==> config.mk <==
export PLATFORM = sky130hd
export DESIGN_NAME = mux_scan_sel
export DESIGN_NICKNAME = d
export VERILOG_FILES = /design/src/rtl/mux_scan_pkg.sv /design/src/rtl/mux_tree_w.sv /design/src/rtl/mux_scan_sel.sv
export SDC_FILE = /design/constraint.sdc
export NUM_CORES = 1
export LEC_CHECK = 0
export BUFFER_PORTS_ARGS = -buffer_cell sky130_fd_sc_hd__clkbuf_2
export CAP_MARGIN = 20
export CELL_PAD_IN_SITES_DETAIL_PLACEMENT = 0
export CELL_PAD_IN_SITES_GLOBAL_PLACEMENT = 1
export CORE_ASPECT_RATIO = 1.4
export CORE_MARGIN = 8
export CORE_UTILIZATION = 40
export DETAILED_ROUTE_END_ITERATION = 7
export PLACE_DENSITY = 0.69
export SYNTH_ARGS = -nofsm -noshare
export SYNTH_HDL_FRONTEND = slang
export SYNTH_HIERARCHICAL = 1
export SYNTH_SLANG_ARGS = --single-unit
==> constraint.sdc <==
create_clock -name clk -period 2.26 [get_ports clk]
set_input_delay 0.452 -clock clk [delete_from_list [all_inputs] [get_ports clk]]
set_output_delay 0.452 -clock clk [all_outputs]
set_load 0.05 [all_outputs]
==> src/rtl/mux_scan_pkg.sv <==
`default_nettype none
// mux_scan_pkg: mode encodings and the wrapped index increment shared by the scan selector.
// Revision 1.0
package mux_scan_pkg;

  typedef logic [1:0] mode_t;

  localparam mode_t MODE_MANUAL = 2'd0;
  localparam mode_t MODE_STEP   = 2'd1;
  localparam mode_t MODE_AUTO   = 2'd2;
  localparam mode_t MODE_HOLD   = 2'd3;

  // Wraps at n-1 rather than at the register width, so a non-power-of-two
  // input count never produces an out-of-range index.
  function automatic logic [31:0] next_idx(input logic [31:0] cur, input logic [31:0] n);
    return (cur >= n - 32'd1) ? 32'd0 : cur + 32'd1;
  endfunction

endpackage
`default_nettype wire

==> src/rtl/mux_tree_w.sv <==
`default_nettype none
// mux_tree_w: combinational NUM_IN-to-1 selector built as a balanced tree of 2:1 stages.
// Revision 1.0
module mux_tree_w
  import mux_scan_pkg::*;
#(
  parameter  int WIDTH  = 2,
  parameter  int NUM_IN = 5,
  localparam int SEL_W  = $clog2(NUM_IN)
) (
  input  logic [NUM_IN*WIDTH-1:0] in_bus,
  input  logic [SEL_W-1:0]        sel,
  output logic [WIDTH-1:0]        out
);

  function automatic int lvl_cnt(input int k);
    return (NUM_IN + (1 << k) - 1) >> k;
  endfunction

  logic [WIDTH-1:0] stage [NUM_IN];

  // Level k reduces lvl_cnt(k) words to lvl_cnt(k+1) using sel[k]; an odd
  // last word passes straight up. Stages are reduced in place: slot j is
  // only written after slots 2j and 2j+1 of the level below were read.
  always_comb begin
    for (int i = 0; i < NUM_IN; i++) begin
      stage[i] = in_bus[i*WIDTH +: WIDTH];
    end
    for (int k = 0; k < SEL_W; k++) begin
      for (int j = 0; j < lvl_cnt(k + 1); j++) begin
        if (2*j + 1 < lvl_cnt(k)) begin
          stage[j] = sel[k] ? stage[2*j + 1] : stage[2*j];
        end else begin
          stage[j] = stage[2*j];
        end
      end
    end
    out = stage[0];
  end

endmodule
`default_nettype wire

==> src/rtl/mux_scan_sel.sv <==
`default_nettype none
// mux_scan_sel: registered NUM_IN-to-1 word selector with manual, step, auto-scan and hold index control.
// Revision 1.0
module mux_scan_sel
  import mux_scan_pkg::*;
#(
  parameter  int WIDTH  = 2,
  parameter  int NUM_IN = 5,
  parameter  int DWELL  = 50_000_000,
  localparam int SEL_W  = $clog2(NUM_IN)
) (
  input  logic                    clk,
  input  logic                    rst_n,
  input  logic [NUM_IN*WIDTH-1:0] in_bus,
  input  mode_t                   mode,
  input  logic [SEL_W-1:0]        sel_in,
  input  logic                    step,
  output logic [WIDTH-1:0]        out,
  output logic [SEL_W-1:0]        sel_cur,
  output logic                    sel_err
);

  localparam int               CNT_W      = (DWELL > 1) ? $clog2(DWELL) : 1;
  localparam logic [CNT_W-1:0] CNT_RELOAD = CNT_W'(DWELL - 1);

  logic [CNT_W-1:0] cnt, cnt_nxt;
  mode_t            mode_q;
  logic             mode_chg;
  logic [SEL_W-1:0] sel_nxt, sel_inc;
  logic             err_nxt;
  logic [WIDTH-1:0] word;

  mux_tree_w #(
    .WIDTH  (WIDTH),
    .NUM_IN (NUM_IN)
  ) u_tree (
    .in_bus (in_bus),
    .sel    (sel_cur),
    .out    (word)
  );

  assign mode_chg = (mode != mode_q);
  assign sel_inc  = SEL_W'(next_idx(32'(sel_cur), 32'(NUM_IN)));

  always_comb begin
    sel_nxt = sel_cur;
    err_nxt = 1'b0;
    cnt_nxt = cnt;
    case (mode)
      MODE_MANUAL: begin
        if (32'(sel_in) < 32'(NUM_IN)) begin
          sel_nxt = sel_in;
        end else begin
          err_nxt = 1'b1;
        end
      end
      MODE_STEP: begin
        if (step) begin
          sel_nxt = sel_inc;
        end
      end
      MODE_AUTO: begin
        // Expiry is ignored on the entry cycle so a fresh dwell always runs in full.
        if (step || (cnt == '0 && !mode_chg)) begin
          sel_nxt = sel_inc;
          cnt_nxt = CNT_RELOAD;
        end else begin
          cnt_nxt = cnt - 1'b1;
        end
      end
      default: begin
      end
    endcase
    if (mode_chg) begin
      cnt_nxt = CNT_RELOAD;
    end
  end

  always_ff @(posedge clk or negedge rst_n) begin
    if (!rst_n) begin
      sel_cur <= '0;
      sel_err <= 1'b0;
      out     <= '0;
      cnt     <= CNT_RELOAD;
      mode_q  <= MODE_MANUAL;
    end else begin
      sel_cur <= sel_nxt;
      sel_err <= err_nxt;
      out     <= word;
      cnt     <= cnt_nxt;
      mode_q  <= mode;
    end
  end

endmodule
`default_nettype wire

======== Yosys cells after proc, flatten, opt, wreduce, memory -nomap -nowiden ========
Index checks and enable logic that the tools add are counted.
word-level totals
  register bits ........................... 34
  output and inout port bits .............. 6
  word-level logic and storage cells ...... 37
cells by class
  add/subtract/negate cells ............... 2
  order comparisons ....................... 2
  equal/unequal tests ..................... 6
  multiplexer cells ....................... 14
  reduce and logical (&&, ||, !) cells .... 8
operators with widths
  operator                 number
  $mux W26                 3
  $logic_not A26 Y1        1
  $sub A26 B1 Y26 const B  1
  $mux W3                  4
  $pmux W3 S3              1
  $mux W2                  4
  $ne A2 B2 Y1 const B     3
  $reduce_and A4 Y1        1
  $add A3 B1 Y3 const B    1
  $ge A3 B3 Y1 const B     1
  $lt A3 B3 Y1 const B     1
  $reduce_bool A3 Y1       1
  $eq A2 B1 Y1 const B     1
  $eq A2 B2 Y1 const B     1
  $logic_not A2 Y1         1
  $mux W1                  2
  $ne A2 B2 Y1             1
  $reduce_bool A2 Y1       1
  $logic_and A1 B1 Y1      1
  $logic_not A1 Y1         1
  $logic_or A1 B1 Y1       1

======== Depth between registers and ports, before layout ========
Gate-level depths: netlist (run 1).
  depth in word-level cells ............... 7
  depth in mapped cells ................... 8
  mapped depth without buffers ............ 7

======== By module ========
Netlist (run 1), hierarchy kept.
by module, submodules not included
  module        instances  cells an instance  area an instance (sq um)  seq. area each (sq um)
  mux_scan_sel  1          199                1980.6                    873.3
  mux_tree_w    1          12                 103.8                     0.0

======== Least setup slack after synthesis (run 1) ========
OpenSTA, ideal clock, no wires.
  path kind ............................... register to register
  start ................................... register cnt[6]
  end ..................................... register cnt[9]
  arrival time ............................ 1859 ps
  required time ........................... 2140 ps
  setup slack ............................. 281 ps
  cell stages (with the launch flop) ...... 5
  buffers on the path ..................... 0
  cells stage by stage .................... dfstp_2 > or3_4 > or4_4 > or3_2 > a31o_1
between the ends
  word-level cells in the longest chain between the ends .. 6
RTL lines
  element                                                  line                text
  from (decl)                                              mux_scan_sel.sv:26  logic [CNT_W-1:0] cnt, cnt_nxt;
  from (signal assigned)                                   mux_scan_sel.sv:90  cnt <= cnt_nxt;
  branches (longest 3 deep; another with $sub A26 B1 Y26)  --
  $mux W26 (*)                                             mux_scan_sel.sv:64  if (step || (cnt == '0 && !mode_chg)) begin
  $mux W26 (*)                                             mux_scan_sel.sv:49  case (mode)
  $mux W26 (*)                                             mux_scan_sel.sv:74  if (mode_chg) begin
Every way passes the cells marked *. The select of a mux whose other input is x is not followed.
A chain may end at the register's enable or synchronous reset.

======== Worst setup path after layout (run 1) ========
  start ................................... register cnt[1]
  end ..................................... register cnt[22]
The elaborated chain is that of the path after synthesis.

==> results of run 1 <==
area by class of cell:
type | instances | area (um2) | area share
Clock buffer | 7 | 86.3 | 0.0343
Clock inverter | 1 | 5.00 | 0.00199
Inverter | 12 | 45.0 | 0.0179
Multi-Input combinational cell | 160 | 1150 | 0.456
Sequential cell | 34 | 873 | 0.347
Tap cell | 66 | 82.6 | 0.0328
Timing Repair Buffer | 43 | 278 | 0.110
layer usage:
layer	track usage	vias to the layer above	part of all wire
met5	0	-	0
met4	0.0612	0	0.017
met3	0.0231	5	0.026
met2	0.238	35	0.51
met1	0.163	871	0.44
li1	-	865	-
cells in the mapped netlist (all sizes together), types with 3 or more instances:
cell type  count  share of area
a21oi          8          0.019
nand2b         4          0.012
buf            3          0.010
o31ai          5          0.018
dfrtp         16           0.19
dfstp         18           0.23
nand2         18          0.032
o21ai         13          0.033
mux2i          4          0.019
nand4          3          0.012
nor3          10          0.029
nor4          13          0.054
xnor2          9          0.038
inv           12          0.022
nor2b          6          0.018
nor2          12          0.022
or3            5          0.018
nor4b          3          0.016
ha             7          0.042
or2            3         0.0090
or4            7          0.027
state kept, by name, summed over array words and instances, names as in the netlist:
name	flops
mode_q	2
out	2
sel_cur	3
cnt	26
sel_err	1
cells in the final DEF (no fill, tap or decap), types with 2 or more instances in the layout:
master,synthesis,final
nand2_1,18,18
o22ai_1,2,2
and3_1,2,2
a31o_1,2,2
nor3_2,2,2
or3_1,3,3
xor2_1,2,2
nor3_1,8,8
nand2b_1,4,4
o21ai_0,12,12
dfrtp_1,16,16
buf_4,0,19
inv_1,12,12
o211ai_1,2,2
nor2b_1,6,6
a21oi_1,8,8
or2_2,3,3
mux2i_1,4,4
nand4_1,2,2
mux2_2,2,2
o31ai_1,5,5
xnor2_1,9,9
ha_1,7,7
nor2_1,12,12
dfstp_2,18,18
a221oi_2,2,2
clkbuf_8,0,6
nor4_1,8,7
or4_1,6,6
nor4b_2,1,2
clkbuf_2,0,23
nor4_2,5,6
worst max path at each step:
stage / end / slack (ns)
4_1_cts: cnt[22] / 0.10
3_5_place_dp: cnt[22] / 0.09
2_1_floorplan: cnt[9] / 0.28
5_1_grt: cnt[18] / 0.004
3_3_place_gp: cnt[23] / 0.13
6_report: cnt[22] / 0.13
kinds of logic (layout without fill, tap and decap cells):
kind of cell / after synthesis / in the layout / share of synthesized area
compound gates: 44 / 44 / 0.148
flops: 34 / 34 / 0.419
fa+ha+maj: 7 / 7 / 0.0420
mux: 6 / 6 / 0.0300
buf+inv: 17 / 63 / 0.0354
simple gates: 92 / 92 / 0.280
xor+xnor: 11 / 11 / 0.0462
through the flow:
step / hold slack [ns] / util / total power (uW)
final: 0.262 / 0.492 / 1630
after global routing: 0.330 / 0.492 / 1720
after CTS: 0.292 / 0.490 / 1660
after detailed placement: 0.496 / 0.472 / 1170
after global placement: 0.480 / 0.472 / 1180
after floorplan: 0.156 / - / 1040
power groups by stage:
stage	combinational (uW)	sequential (uW)	clock, uW
after CTS	446	720	494
after global placement	445	731	0
after detailed placement	446	729	0
final	437	719	474
after floorplan	182	853	0
after global routing	479	730	509
==> results.tsv, run 1 <==
metric	value	unit
status	complete, no violations	
rsz0062_at_grt	no	
clk_pin_slew	0.07	ns
period_share	0.944	
syn_to_final_growth	20.9	%
viasPerCell	5.50	
worstPathArrival	2.34	ns
critical_path_class	flip-flop to flip-flop	
swShare	0.352	
dp_slack	0.0923	ns
async_reset_ff_frac	1.00	
fin_area	2520	um2
drt.antenna.violating_nets	0	
drv_slew	0	
worstRegToRegCells	8	
synthCells	211	
nNetsFinal	281	
grt_max_degree	35	
synthFlopType	dfstp_2	
drtIter0Drc	75	
setup_tns	0	ns
synth_area_per_cell	9.88	um2
hold_violations	0	
vdd_ir_drop_max	0.481	mV
dr.pass1.iters	4	
core	5120	um2
grt_pass1_wl	8730	um
maxCapViolations	0	
synth-seq-cells	34	
yosysWarnings	6	
cts.sinks	34	
synth_edf_count	0	
gr-total-overflow	0	
hpwl	3800	um
yosysSeqAreaShare	0.419	
nFillCells	546	
slowest_delay	0.51	ns
internal_power	1060	uW
place_area	2420	um2
n_antenna_cell	0	
fp.dieH	101	um
grt_use_total	0.137	
period_minus_slack	2.13	ns
drt_wl_total	5090	um
worstPathCellList	inv_1, ha_1, or4b_1, nor4_2, buf_4, nand4b_1, nor2b_1, o31ai_1	
path_depth	8	
critPathLaunchType	flip-flop	
cts_max_level	2	
vias	1776	
dieArea	7810	um2
combPwrFrac	0.268	
layout_setup_ws	0.128	ns
finClkSkew	0.00465	ns
rr_startpoint	cnt[1]	
p_leak	0.00103	uW
slew_headroom	0.430	
path_delay_family	simple AND/OR/NAND/NOR gates	
seq_power_share	0.441	
cts_made_buffers	5	
cp-end-kind	flip-flop	
syn_area	2080	um2
drc_errors	0	
hold_buffers	0	
cpMaxStageDelayCell	or4b_1	
final_cells	323	
startpoint	cnt[1]	
worst_slew_pin_slew	0.856	ns
cp_max_fo	5	
ys_types	54	
postCtsSetupBuffers	0	
antenna_found_initial	0	
cts-root-buf	clkbuf_8	
wire_per_inst	15.8	um
cts_tree	done	
clockBufferDepth	2	
die_x	77.0	um
num_io_pins	24	
place_inst	315	
regToRegEndpoint	cnt[22]	
cp.required	2.47	ns
rows	31	
syn_nets	236	
clk_latency	0.29	ns
initial_core_util	0.407	
grt_pass1_vias	1829	
path_buf_inv	2	
p_clk_frac	0.291	
gp_congestion	0.804	
r2r_slack	0.13	ns
switching_power	573	uW
powerDensity	647	nW/um2
io_buffers	23	
layout-drive-gt1-share	0.358	
setup_violations	0	
cts-resized-gates	0	
fmaxAchievable	469	MHz
hold_class	primary input to async pin	
(Power assumes the default switching activity.)
==> inputs of run 2 (changes only) <==
CORE_UTILIZATION = 45   (was 40)
PLACE_DENSITY = 0.77   (was 0.69)
==> run 2 against run 1 <==
Net effect: register-to-register slack barely moved; sequential power about the same; clock skew decreased by 0.0020 ns; worst setup slack improved by 0.0050 ns; critical path type unchanged; power shrank 0.11%; sequential share of layout area is 0.069 points higher; final area fell by 0.20%; clock-buffer cell count is 1 higher; maximum frequency increased by 0.24%; critical endpoint is now cnt[9]; combinational power rose by 2%.
==> results.tsv, run 2 (synthesized netlist as in run 1, its figures left out) <==
metric	value	unit
status	complete, no violations	
clockBufferDepth	2	
layout_common_cells	clkbuf_2, dfstp_2, nand2_1	
die_x	73.5	um
layout_commonest_cell	clkbuf_2	
fmaxAchievable	470	MHz
place_inst	307	
hold_class	primary input to async pin	
hpwl	3860	um
setup_violations	0	
initial_core_util	0.463	
path_buf_inv	0	
finalHoldWorstSlack	0.282	ns
nFillCells	451	
dr_wl_met2	2690	um
cp_max_fo	8	
hold_buffers	0	
period_minus_slack	2.13	ns
grt_pass1_vias	1970	
clk_pin_slew	0.07	ns
antenna_found_initial	0	
cp-end-kind	flip-flop	
regMostFlops	cnt	
worst_slew_pin_slew	0.885	ns
startpoint	cnt[6]	
p_leak	0.00101	uW
path_depth	4	
slew_headroom	0.410	
cpMaxStageDelayCell	or4_4	
worstPathCellList	or3_4, or4_4, or3_2, a31o_1	
cts_max_level	2	
drt_wl_total	5130	um
largest_register_ffs	26	
rr_startpoint	cnt[6]	
dieArea	7100	um2
vdd_ir_drop_max	0.619	mV
drtIter0Drc	98	
top_layer	met4	
cts_made_buffers	5	
wl_met1	2130	um
grt_use_total	0.166	
path_delay_family	simple AND/OR/NAND/NOR gates	
dr.pass1.iters	4	
regArea	873	um2
critPathLaunchType	flip-flop	
critical_path_class	flip-flop to flip-flop	
gr-total-overflow	0	
top_regs	cnt (26), sel_cur (3)	
cts_tree	done	
finClkSkew	0.00270	ns
slowest_delay	0.56	ns
layout-drive-gt1-share	0.354	
drv_slew	0	
worstRegToRegCells	4	
rsz0062_at_grt	no	
final_cells	316	
worstPathArrival	2.30	ns
n_antenna_cell	0	
core	4500	um2
gp_congestion	0.792	
fp.dieH	96.5	um
maxCapViolations	0	
multi_input_area	1170	um2
rows	29	
num_io_pins	24	
grt_pass1_wl	9250	um
wire_per_inst	16.2	um
drc_errors	0	
io_buffers	23	
cts.sinks	34	
r2r_slack	0.13	ns
grt_max_degree	35	
drt.antenna.violating_nets	0	
endpoint	cnt[9]	
vias	1753	
setup_tns	0	ns
hold_violations	0	
period_share	0.941	
powerDensity	647	nW/um2
regToRegEndpoint	cnt[9]	
syn_to_final_growth	20.6	%
viasPerCell	5.55	
nNetsFinal	278	
wl_met3	203	um
cp.required	2.44	ns
clk_latency	0.28	ns
cts-root-buf	clkbuf_8	
run 2: cell types whose count changed in the layout (fill, tap and decap cells not counted), sizes merged:
cell    delta
clkbuf     +1
clkinv     -1
buf        -3
run 2: timing repair:
item	in CTS	in global routing
endpoints found under the setup margin	0	21
buffers inserted	0	1
hold endpoints to repair	0	0
gates resized for setup	0	6
run 2: per-stage QoR:
step | power (uW) | setup slack [ns] | utilization | cell area (um2)
3_3_place_gp | 1180 | 0.109 | 0.529 | 2380
6_report | 1630 | 0.133 | 0.559 | 2510
4_1_cts | 1660 | 0.0943 | 0.549 | 2470
5_1_grt | 1720 | 0.0155 | 0.559 | 2510
2_1_floorplan | 1040 | 0.281 | - | 2080
3_5_place_dp | 1180 | 0.128 | 0.529 | 2380
run 2: worst min-delay path by stage:
stage	to	slack, ns	cells past startpoint
after CTS	cnt[7]	0.30	1
after global routing	cnt[7]	0.35	1
after floorplan	cnt[10]	0.16	0
after global placement	cnt[1]	0.48	2
final	cnt[7]	0.28	1
after detailed placement	cnt[1]	0.50	2
run 2: worst register-to-register path, cell delays in order (launching register included):
cell and delay (ns):
dfstp_2 0.38, or3_4 0.42, or4_4 0.56, or3_2 0.43
a31o_1 0.22
run 2: power by group:
group	total, uW	internal (uW)	switching [uW]
Combinational	444	149	295
Clock	463	248	215
Sequential	721	660	60.7
run 2: per-layer routing:
metal,GRT usage,vias to the layer above
met3,0.0341,10
met4,0.0602,0
met2,0.299,39
met1,0.187,847
met5,0,-
li1,-,857
run 2: layout make-up:
type,instances,area share
clock buffer,8,0.0358
inverter,12,0.0179
multi-input combinational,160,0.467
sequential,34,0.347
tap,62,0.0308
timing repair buffer,40,0.101
